## config.mk

```make
export PLATFORM = sky130hd
export DESIGN_NAME = shift_deser_rx
export DESIGN_NICKNAME = d
export VERILOG_FILES = /design/src/rtl/shift_deser_rx.sv
export SDC_FILE = /design/constraint.sdc
export NUM_CORES = 1
export LEC_CHECK = 0
export ABC_AREA = 1
export ABC_CLOCK_PERIOD_IN_PS = 2800
export CAP_MARGIN = 20
export CORE_MARGIN = 8
export CORE_UTILIZATION = 47
export CTS_CLUSTER_DIAMETER = 30
export CTS_CLUSTER_SIZE = 25
export DETAILED_ROUTE_END_ITERATION = 10
export PLACE_DENSITY = 0.87
export SETUP_SLACK_MARGIN = 0.15
export SYNTH_ARGS = -nofsm -noshare
export SYNTH_HDL_FRONTEND = slang
export SYNTH_SLANG_ARGS = --single-unit
```

## constraint.sdc

```tcl
create_clock -name clk -period 2.8 [get_ports clk]
set_input_delay 0.28 -clock clk [delete_from_list [all_inputs] [get_ports clk]]
set_output_delay 0.28 -clock clk [all_outputs]
set_load 0.02 [all_outputs]
```

## src/rtl/shift_deser_rx.sv

```systemverilog
// Serial-to-parallel receiver: rebuilds N-bit words from a strobed MSB- or LSB-first bit stream
// and holds each finished word in a one-entry valid/ready buffer with sticky error flags.
module shift_deser_rx #(
  parameter int unsigned N = 4
) (
  input  logic         clk,
  input  logic         rst,
  input  logic         dir,
  input  logic         s_in,
  input  logic         s_valid,
  input  logic         s_start,
  output logic [N-1:0] m_data,
  output logic         m_valid,
  input  logic         m_ready,
  output logic         busy,
  output logic         overrun,
  output logic         frame_err,
  input  logic         clr_err
);

  localparam int unsigned CntW = $clog2(N + 1);

  typedef enum logic [0:0] {StIdle, StShift} state_e;

  state_e          state_q, state_d;
  logic [N-1:0]    sr_q, sr_d, sr_base, word;
  logic [CntW-1:0] cnt_q, cnt_d;
  logic            dir_q, dir_d;
  logic            restart, accept, complete, eff_dir;

  always_comb begin
    restart  = s_valid & s_start;
    accept   = s_valid & (s_start | (state_q == StShift));
    // A start bit always re-latches direction and begins from a cleared register.
    eff_dir  = restart ? dir : dir_q;
    sr_base  = restart ? '0 : sr_q;
    word     = eff_dir ? {s_in, sr_base[N-1:1]} : {sr_base[N-2:0], s_in};
    complete = accept & ~restart & (cnt_q == CntW'(N - 1));

    state_d = state_q;
    sr_d    = sr_q;
    cnt_d   = cnt_q;
    dir_d   = dir_q;
    if (accept) begin
      sr_d  = word;
      dir_d = eff_dir;
      if (complete) begin
        state_d = StIdle;
        cnt_d   = '0;
      end else begin
        state_d = StShift;
        cnt_d   = restart ? CntW'(1) : cnt_q + CntW'(1);
      end
    end
  end

  assign busy = (state_q == StShift);

  always_ff @(posedge clk or posedge rst) begin
    if (rst) begin
      state_q <= StIdle;
      sr_q    <= '0;
      cnt_q   <= '0;
      dir_q   <= 1'b0;
    end else begin
      state_q <= state_d;
      sr_q    <= sr_d;
      cnt_q   <= cnt_d;
      dir_q   <= dir_d;
    end
  end

  always_ff @(posedge clk or posedge rst) begin
    if (rst) begin
      m_data    <= '0;
      m_valid   <= 1'b0;
      overrun   <= 1'b0;
      frame_err <= 1'b0;
    end else begin
      if (complete && (!m_valid || m_ready)) begin
        m_data  <= word;
        m_valid <= 1'b1;
      end else if (m_valid && m_ready) begin
        m_valid <= 1'b0;
      end
      // Set events take priority over clr_err.
      overrun   <= (overrun & ~clr_err) | (complete & m_valid & ~m_ready);
      frame_err <= (frame_err & ~clr_err) | (restart & (state_q == StShift));
    end
  end

endmodule

```

==> flow_summary.toml, run 1 <==
[worst_setup_path]
worstPathBufferInverterCount = 1
crit_path_cell_trace = "clkdlybuf4s50_1"
cp_max_fo = 3
cp_slowest_cell = "clkdlybuf4s50_1"
path_delay_family = "buffers and inverters"
critical_path_class = "register to output pin"
max_stage_delay_ns = 0.62
end_kind = "output pin"
required_ns = 2.52
cp.arrival_ns = 1.25
critPathLaunchType = "register"
cp.depth = 1
r2r_cells = 6

[synthesis]
synth_compound_area_share_pct = 7.589
synth-edff-count = 0
syn_area_per_cell_um2 = 8.729
synth_xor_area_share_pct = 0
synth_fp_nets = 95
synth_top_cells_by_area = "dfrtp_1, nand2_1, inv_1"
synth_top_area_share_pct = 53.96
synth_top_family_by_area = "simple AND/OR/NAND/NOR gates"
synth_area_leader_cell = "dfrtp_1"
syn_area_um2 = 742.0
synthMuxAreaShare_pct = 0
async_flop_share_pct = 100.0
syn_inst = 85
ys_warn_count = 0
yosysSeqAreaShare_pct = 53.96
synth.most_common_cell = "nand2_1"
synth_flop_cell = "dfrtp_1"
synth_simple_gate_area_share_pct = 29.51
synth_seq_cells = 16
synthTopCellsByCount = "nand2_1, dfrtp_1, inv_1"
synthAdderAreaFrac_pct = 3.373
ys_types = 18

[pwr]
design_power_total_uw = 814.2
vdd_drop_max_mv = 0.4447
power_density_nw_per_um2 = 871.1
leakage_nw = 0.4649

[place]
dp_slack_ns = 1.271
gp_congestion = 0.9144
dp_hpwl_mm = 1.165
dp_cells = 116
portBuffers = 15

[cts]
cts_tree = "built"
cts_buffers = 3
ctsHoldBuffers = 0
cts_buffer_depth = 2
cts-htree-levels = 1
cts_root_buf = "clkbuf_4"
clock-sinks = 16
clk_latency_ns = 0.28
postCtsSetupBuffers = 0
post_cts_resized = 0
path_clk_slew_ns = 0.09

[final_layout]
fin_cells = 119
area_growth_pct = 25.97
nets = 115
drive_gt1_share_pct = 11.65
num_antenna_cells = 0

[global_route]
grt_pass1_vias = 589
grt_pass1_wl_mm = 2.463
grt_usage_pct = 9.493
antenna_found_initial = 0
grt_overflow = 0
grt_max_degree = 17

[timing]
fin_ws_ns = 1.268
slew_violations = 0
setup_viol = 0
skew_ns = 0.01280
relSlewSlack_pct = 61.27
tightest_slew_ns = 0.5804
final-hold-violation-count = 0
final.period_utilization_pct = 54.71
timing.final.crit_period_ns = 1.532
rsz0062_at_grt = "no"
setup_tns_ns = 0
fmax_mhz = 652.8

[worst_hold_path]
hold_path_class = "input pin to asynchronous set/reset pin"

[job]
drv_cap = 0

[detailed_routing]
wl_per_cell_um = 11.83
vias = 593
drc_errors = 0
drt_iter0_drc = 18
first_pass_iters = 4
viasPerCell = 4.983
postRouteAntennaNets = 0
wl_mm = 1.408

[status]
outcome = "finished, final reports clean"

[floorplan]
die_area_um2 = 3106
die_h_um = 55.73
start_util_pct = 49.83
ios = 16
std_cell_rows = 14
coreArea_um2 = 1489
dieWidth_um = 55.73
-- routing by layer --
layer,up-vias,share of wire (%),GRT usage (%)
li1,310,-,-
met1,267,42,10.31
met2,14,49,15.22
met3,2,8.0,5.936
met4,0,1.3,2.113
met5,-,0,0
-- cells in the final DEF (no fill, tap or decap) --
| cell type | n |
|---|---|
| nand2_1 | 33 |
| dfrtp_1 | 16 |
| clkdlybuf4s50_1 | 15 |
| inv_1 | 9 |
| nand2_2 | 4 |
| nand3_1 | 4 |
| clkbuf_4 | 3 |
| nor2_1 | 2 |
| inv_2 | 2 |
| o21ai_0 | 2 |
| o22ai_1 | 2 |
| o21ai_1 | 2 |
| ha_1 | 2 |
| nand3b_1 | 1 |
| nor2_4 | 1 |
| nand3_4 | 1 |
| o21a_1 | 1 |
| nand4_1 | 1 |
| o211ai_1 | 1 |
| o21ai_2 | 1 |
-- final timing paths --
kind,startpoint,slack (ns),endpoint
max,busy,1.27,busy
min,rst,0.35,m_data[0]
max reg2reg,cnt_q[0],1.56,m_data[3]
min reg2reg,m_data[0],0.48,m_data[0]
max in group asynchronous,rst,2.06,sr_q[2]
min in group clk,m_data[0],0.48,m_data[0]
-- area by class of cell --
cell class,count,area [um^2]
multi-input combinational,58,300.3
clock buffer,3,22.52
tap,16,20.02
inverter,11,41.29
fill,131,554.3
timing repair buffer,15,150.1
sequential,16,400.4
-- sequential cells by signal (all words and copies together), names as in the netlist --
register   cells
dir_q          1
overrun        1
sr_q           4
busy           1
m_data         4
m_valid        1
cnt_q          3
frame_err      1
-- where the power goes --
part	total, mW	switching, mW	leakage, nW	internal [mW]
clock	0.115	0.0650	0.0138	0.0499
combinational	0.342	0.190	0.248	0.152
sequential	0.358	0.0478	0.203	0.310
total	0.814	0.303	0.465	0.511
-- stage by stage --
stage	area [um^2]	hold slack (ns)	utilization [%]
floorplan	742.0	0.1937	-
global placement	912.1	0.4609	61.26
detailed placement	912.1	0.4645	61.26
CTS	934.6	0.3758	62.77
global route	934.6	0.4122	62.77
finish	934.6	0.3488	62.77
-- logic make-up (layout without fill, tap and decap cells) --
kind of cell | count (synthesis) | count (layout)
buf+inv | 11 | 29
compound gates | 9 | 9
simple gates | 47 | 47
fa+ha+maj | 2 | 2
flops | 16 | 16
No activity file was read; power rests on OpenSTA's default activity.
==> run 2, diff against run 1 <==
Settings changed: ABC_CLOCK_PERIOD_IN_PS 2800 to 1500.
Clock period 2.8 ns to 1.5 ns, I/O delays scaled along.
==> run 2 against run 1 <==
Compared with the run above:
- wire length is 5.3% higher
- power is 82% higher
- design area down 0.27%
- register-to-register slack worse by 1.3 ns
- hold slack got worse by 0.18 ns
- via count rose by 1.9%
- die area is the same
- clock skew is 0.0082 ns lower
- first-iteration DRC count rose by 110%
==> flow_summary.toml, run 2 (synthesis gave the netlist of run 1 again) <==
[global_route]
grt_overflow = 0
grt_max_degree = 17
antenna_found_initial = 0
grt_pass1_wl_mm = 2.684
grt_usage_pct = 10.60
grt_pass1_vias = 649

[cts]
clk_latency_ns = 0.29
postCtsSetupBuffers = 0
cts_buffers = 3
cts_tree = "built"
path_clk_slew_ns = 0.09
cts_buffer_depth = 2
cts-htree-levels = 1
cts_root_buf = "clkbuf_4"
clock-sinks = 16

[timing]
setup_viol = 0
final-hold-violation-count = 0
setup_tns_ns = 0
slew_violations = 0
rsz0062_at_grt = "no"
timing.final.crit_period_ns = 1.254
relSlewSlack_pct = 82.32
skew_ns = 0.004571
fmax_mhz = 797.6
tightest_slew_ns = 0.2641
final.period_utilization_pct = 83.58

[final_layout]
fillers = 132
num_antenna_cells = 0
final_common_cell = "nand2_1"
final_cell_mix = "nand2_1, dfrtp_1, inv_1, dlygate4sd2_1, clkdlybuf4s50_1"
nets = 116
fin_area_um2 = 932.1
area_growth_pct = 25.63
reg.largest.list = "m_data: 4 flops, sr_q: 4 flops, cnt_q: 3 flops"
drive_gt1_share_pct = 12.50

[status]
outcome = "finished, final reports clean"

[pwr]
p_sw_uw = 578.0
leakage_nw = 0.4940
power_frac_comb_pct = 40.0
power_density_nw_per_um2 = 1587
seq_power_share_pct = 45.0
internal-power_uw = 901.1
clock_power_share_pct = 15.0
vdd_drop_max_mv = 0.8639
swShare_pct = 39.08

[detailed_routing]
wl_per_cell_um = 12.35
first_pass_iters = 4
vias = 604
drc_errors = 0
viasPerCell = 5.033
wl_mm = 1.482
drt_iter0_drc = 37
postRouteAntennaNets = 0

[worst_setup_path]
critical_path_class = "register to register"
cp_max_fo = 4
crit_path_cell_trace = "ha_1, ha_1, nand2_1, nand4_1, nand2_1"
max_stage_delay_ns = 0.41
critPathLaunchType = "register"
path_delay_family = "adder cells"
cp_slowest_cell = "dfrtp_1"
worstPathBufferInverterCount = 0
end_kind = "register"
cp.arrival_ns = 1.49
required_ns = 1.73

[floorplan]
die_h_um = 55.73
std_cell_rows = 14
ios = 16
start_util_pct = 49.83
dieWidth_um = 55.73
coreArea_um2 = 1489
die_area_um2 = 3106

[place]
placed_area_um2 = 919.6
dp_hpwl_mm = 1.145
portBuffers = 15
gp_congestion = 0.9167

[worst_hold_path]
hold_path_class = "input pin to asynchronous set/reset pin"

[job]
drv_cap = 0
run 2: cell types whose count changed in the layout (fill, tap and decap cells not counted), sizes merged:
cell / previous run / this run
clkdlybuf4s50: 15 / 7
buf: 0 / 1
dlygate4sd2: 0 / 8
run 2: power groups by stage:
| stage | combinational (mW) | sequential (mW) | clock (mW) |
|---|---|---|---|
| after floorplan | 0.306 | 0.755 | 0 |
| after global placement | 0.628 | 0.669 | 0 |
| after detailed placement | 0.645 | 0.677 | 0 |
| after CTS | 0.600 | 0.665 | 0.228 |
| after global routing | 0.656 | 0.684 | 0.251 |
| final | 0.591 | 0.666 | 0.222 |
run 2: repair_timing:
| action | CTS | global route |
|---|---|---|
| setup endpoints to repair | 8 | 0 |
| hold buffers | 0 | 0 |
| resized for setup | 8 | 0 |
run 2: path summary, 6_finish.rpt:
kind	slack [ns]	end	from	cells after the start
worst max-delay path	0.25	cnt_q[1]	cnt_q[0]	5
worst min-delay path	0.17	dir_q	rst	3
worst max register to register	0.25	cnt_q[1]	cnt_q[0]	5
worst min register to register	0.48	m_data[0]	m_data[0]	2
max in group asynchronous	1.15	sr_q[2]	rst	3
min in group clk	0.45	overrun	clr_err	2
run 2: tightest hold or removal path, cell delays in order:
cell and delay (ns):
clkdlybuf4s50_1 0.40, inv_1 0.06, buf_4 0.22
run 2: metal layers:
metal	wire, um	GRT usage, %	share of wire (%)
met5	0	0	0
met4	44	7.746	3.0
met3	117	3.881	7.9
met2	713	17.31	48
met1	607	10.83	41
run 2: final cells by class:
class,count,area [um^2],share of cell area (%)
sequential,16,400.4,42.95
multi-input combinational,58,300.3,32.21
timing repair buffer,16,147.6,15.84
inverter,11,41.29,4.430
clock buffer,3,22.52,2.416
tap,16,20.02,2.148
run 2: through the flow:
step | cells | hold WS [ns] | setup slack [ns] | util [%] | total power [mW]
3_3_place_gp | 117 | 0.4609 | 0.1350 | 61.76 | 1.297
6_report | 120 | 0.1681 | 0.2463 | 62.61 | 1.479
2_1_floorplan | 85 | 0.06374 | 0.3465 | - | 1.061
5_1_grt | 120 | 0.1941 | 0.1533 | 62.61 | 1.591
3_5_place_dp | 117 | 0.4734 | 0.1052 | 61.76 | 1.323
4_1_cts | 120 | 0.1826 | 0.2418 | 62.61 | 1.492
==> run 3, diff against run 2 <==
Settings changed: ABC_CLOCK_PERIOD_IN_PS 1500 to 1100, CORE_UTILIZATION 47 to 43, PLACE_DENSITY 0.87 to 0.84.
Clock period 1.5 ns to 1.1 ns, I/O delays scaled along.
==> run 3 against run 2 <==
Compared with the run above:
- clock-buffer cell count rose by 1
- clock skew is 0.0099 ns higher
- sequential cell count unchanged
- combinational power is 100% higher
- largest cell class unchanged
- final cell count is 10% higher
- sequential share of layout area fell by 6.6 points
- hold slack worse by 0.035 ns
- register-to-register slack lost 0.33 ns
- critical path type unchanged
- die area is 6.6% higher
- maximum frequency rose by 6.2%
- clock power up 82%
- the run now ends with negative setup slack left
==> flow_summary.toml, run 3 (synthesis gave the netlist of run 1 again) <==
[timing]
fmax_mhz = 847.1
slew_violations = 0
relSlewSlack_pct = 82.36
final-hold-violation-count = 0
timing.final.crit_period_ns = 1.180
skew_ns = 0.01444
holdWs_ns = 0.1327
setup_viol = 8
tightest_slew_ns = 0.2634
final.period_utilization_pct = 107.3
fin_ws_ns = -0.08046
rsz0062_at_grt = "yes"

[worst_setup_path]
end_kind = "register"
required_ns = 1.29
cp.arrival_ns = 1.37
r2r_cells = 6
regToRegSetupSlack_ns = -0.08
critical_path_class = "register to register"
reg2reg_to = "m_data[0]"
critPathLaunchType = "register"
r2r-start = "cnt_q[1]"
cp_max_fo = 6

[cts]
clk_latency_ns = 0.30
cts_buffers = 3
cts-htree-levels = 1
path_clk_slew_ns = 0.11
cts_buffer_depth = 2
cts_tree = "built"
ctsHoldBuffers = 0
clock-sinks = 16
cts_root_buf = "clkbuf_4"

[floorplan]
std_cell_rows = 15
start_util_pct = 44.42
coreArea_um2 = 1670
die_h_um = 57.54
dieWidth_um = 57.54
ios = 16
die_area_um2 = 3311

[detailed_routing]
drt_iter0_drc = 13
postRouteAntennaNets = 0
first_pass_iters = 4
drc_errors = 0
vias = 686
wl_mm = 2.148
viasPerCell = 5.197
wl_per_cell_um = 16.27

[place]
dp_cells = 123
placed_area_um2 = 977.2
portBuffers = 15
dp_hpwl_mm = 1.274
gp_congestion = 0.8029

[final_layout]
final_util_pct = 66.37
num_antenna_cells = 0
final_cell_mix = "nand2_1, dfrtp_1, buf_4"
nets = 126
area_growth_pct = 49.41
drive_gt1_share_pct = 39.13
reg.largest.list = "m_data: 4 flops, sr_q: 4 flops, cnt_q: 3 flops"
final_common_cell = "nand2_1"
fin_cells = 132
fin_area_um2 = 1109

[global_route]
grt_max_degree = 17
met1_usage_pct = 12.45
antenna_found_initial = 0
grt_pass1_wl_mm = 3.056
gr-usage-met3_pct = 2.691
met2_usage_pct = 19.94
grt_overflow = 0
grt_most_used_layer = "met2"
grt_usage_pct = 11.72
grt_pass1_vias = 688

[status]
outcome = "finished, violations left"
failed_checks = "negative setup slack"

[pwr]
vdd_drop_max_mv = 0.9949
design_power_total_mw = 2.554
leakage_nw = 0.5640
power_density_nw_per_um2 = 2304

[worst_hold_path]
hold_path_class = "input pin to asynchronous set/reset pin"

[job]
drv_cap = 0
==> run 3: cell types whose count changed in the layout (fill, tap and decap cells not counted), sizes merged <==
cell,previous run,this run
dlygate4sd2,8,2
buf,1,19
clkdlybuf4s50,7,5
clkbuf,3,4
==> run 3: per-layer routing <==
| layer | share of wire [%] | up-vias |
|---|---|---|
| met3 | 4.9 | 4 |
| met5 | 0 | - |
| met1 | 43 | 329 |
| li1 | - | 330 |
| met2 | 50 | 23 |
| met4 | 2.5 | 0 |
==> run 3: critical path, cell delays in order (launching register included) <==
cell and delay (ns):
dfrtp_1 0.40, ha_2 0.20, ha_4 0.17, nand3_4 0.12, inv_4 0.06, nand2_2 0.05, nand2_1 0.08
==> run 3: final cells by class <==
cell class              instances  area, um^2
repair buffers                 26       244.0
well taps                      17       21.27
multi-input cells              58       357.8
fillers                       111       561.8
flip-flops and latches         16       402.9
clock buffers                   4       36.28
inverters                      11       46.29
==> run 3: stage by stage <==
stage	worst slack [ns]	TNS [ns]
after floorplan	0.04003	0
after detailed placement	-0.2009	-2.225
after global placement	-0.1728	-1.734
after global routing	-0.1355	-0.8304
after CTS	-0.03521	-0.1065
final	-0.08046	-0.2106
==> run 3: worst max path at each step <==
stage / start / to / slack, ns
final: cnt_q[1] / m_data[0] / -0.08
after global routing: cnt_q[1] / m_data[0] / -0.14
after CTS: cnt_q[1] / m_data[2] / -0.04
after detailed placement: s_valid / sr_q[0] / -0.20
after global placement: s_valid / sr_q[3] / -0.17
after floorplan: cnt_q[0] / m_data[2] / 0.04
==> run 3: power breakdown <==
group	switching, mW	total [mW]	leakage, nW	internal [mW]
Sequential	0.169	0.962	0.201	0.792
Combinational	0.617	1.19	0.342	0.572
Clock	0.201	0.403	0.0210	0.202
Total	0.988	2.55	0.564	1.57
==> run 3: timing repair <==
item                       CTS  global route
pin swaps                    8             4
setup endpoints to repair   22            22
resized for setup           48            19
buffers inserted             3             2
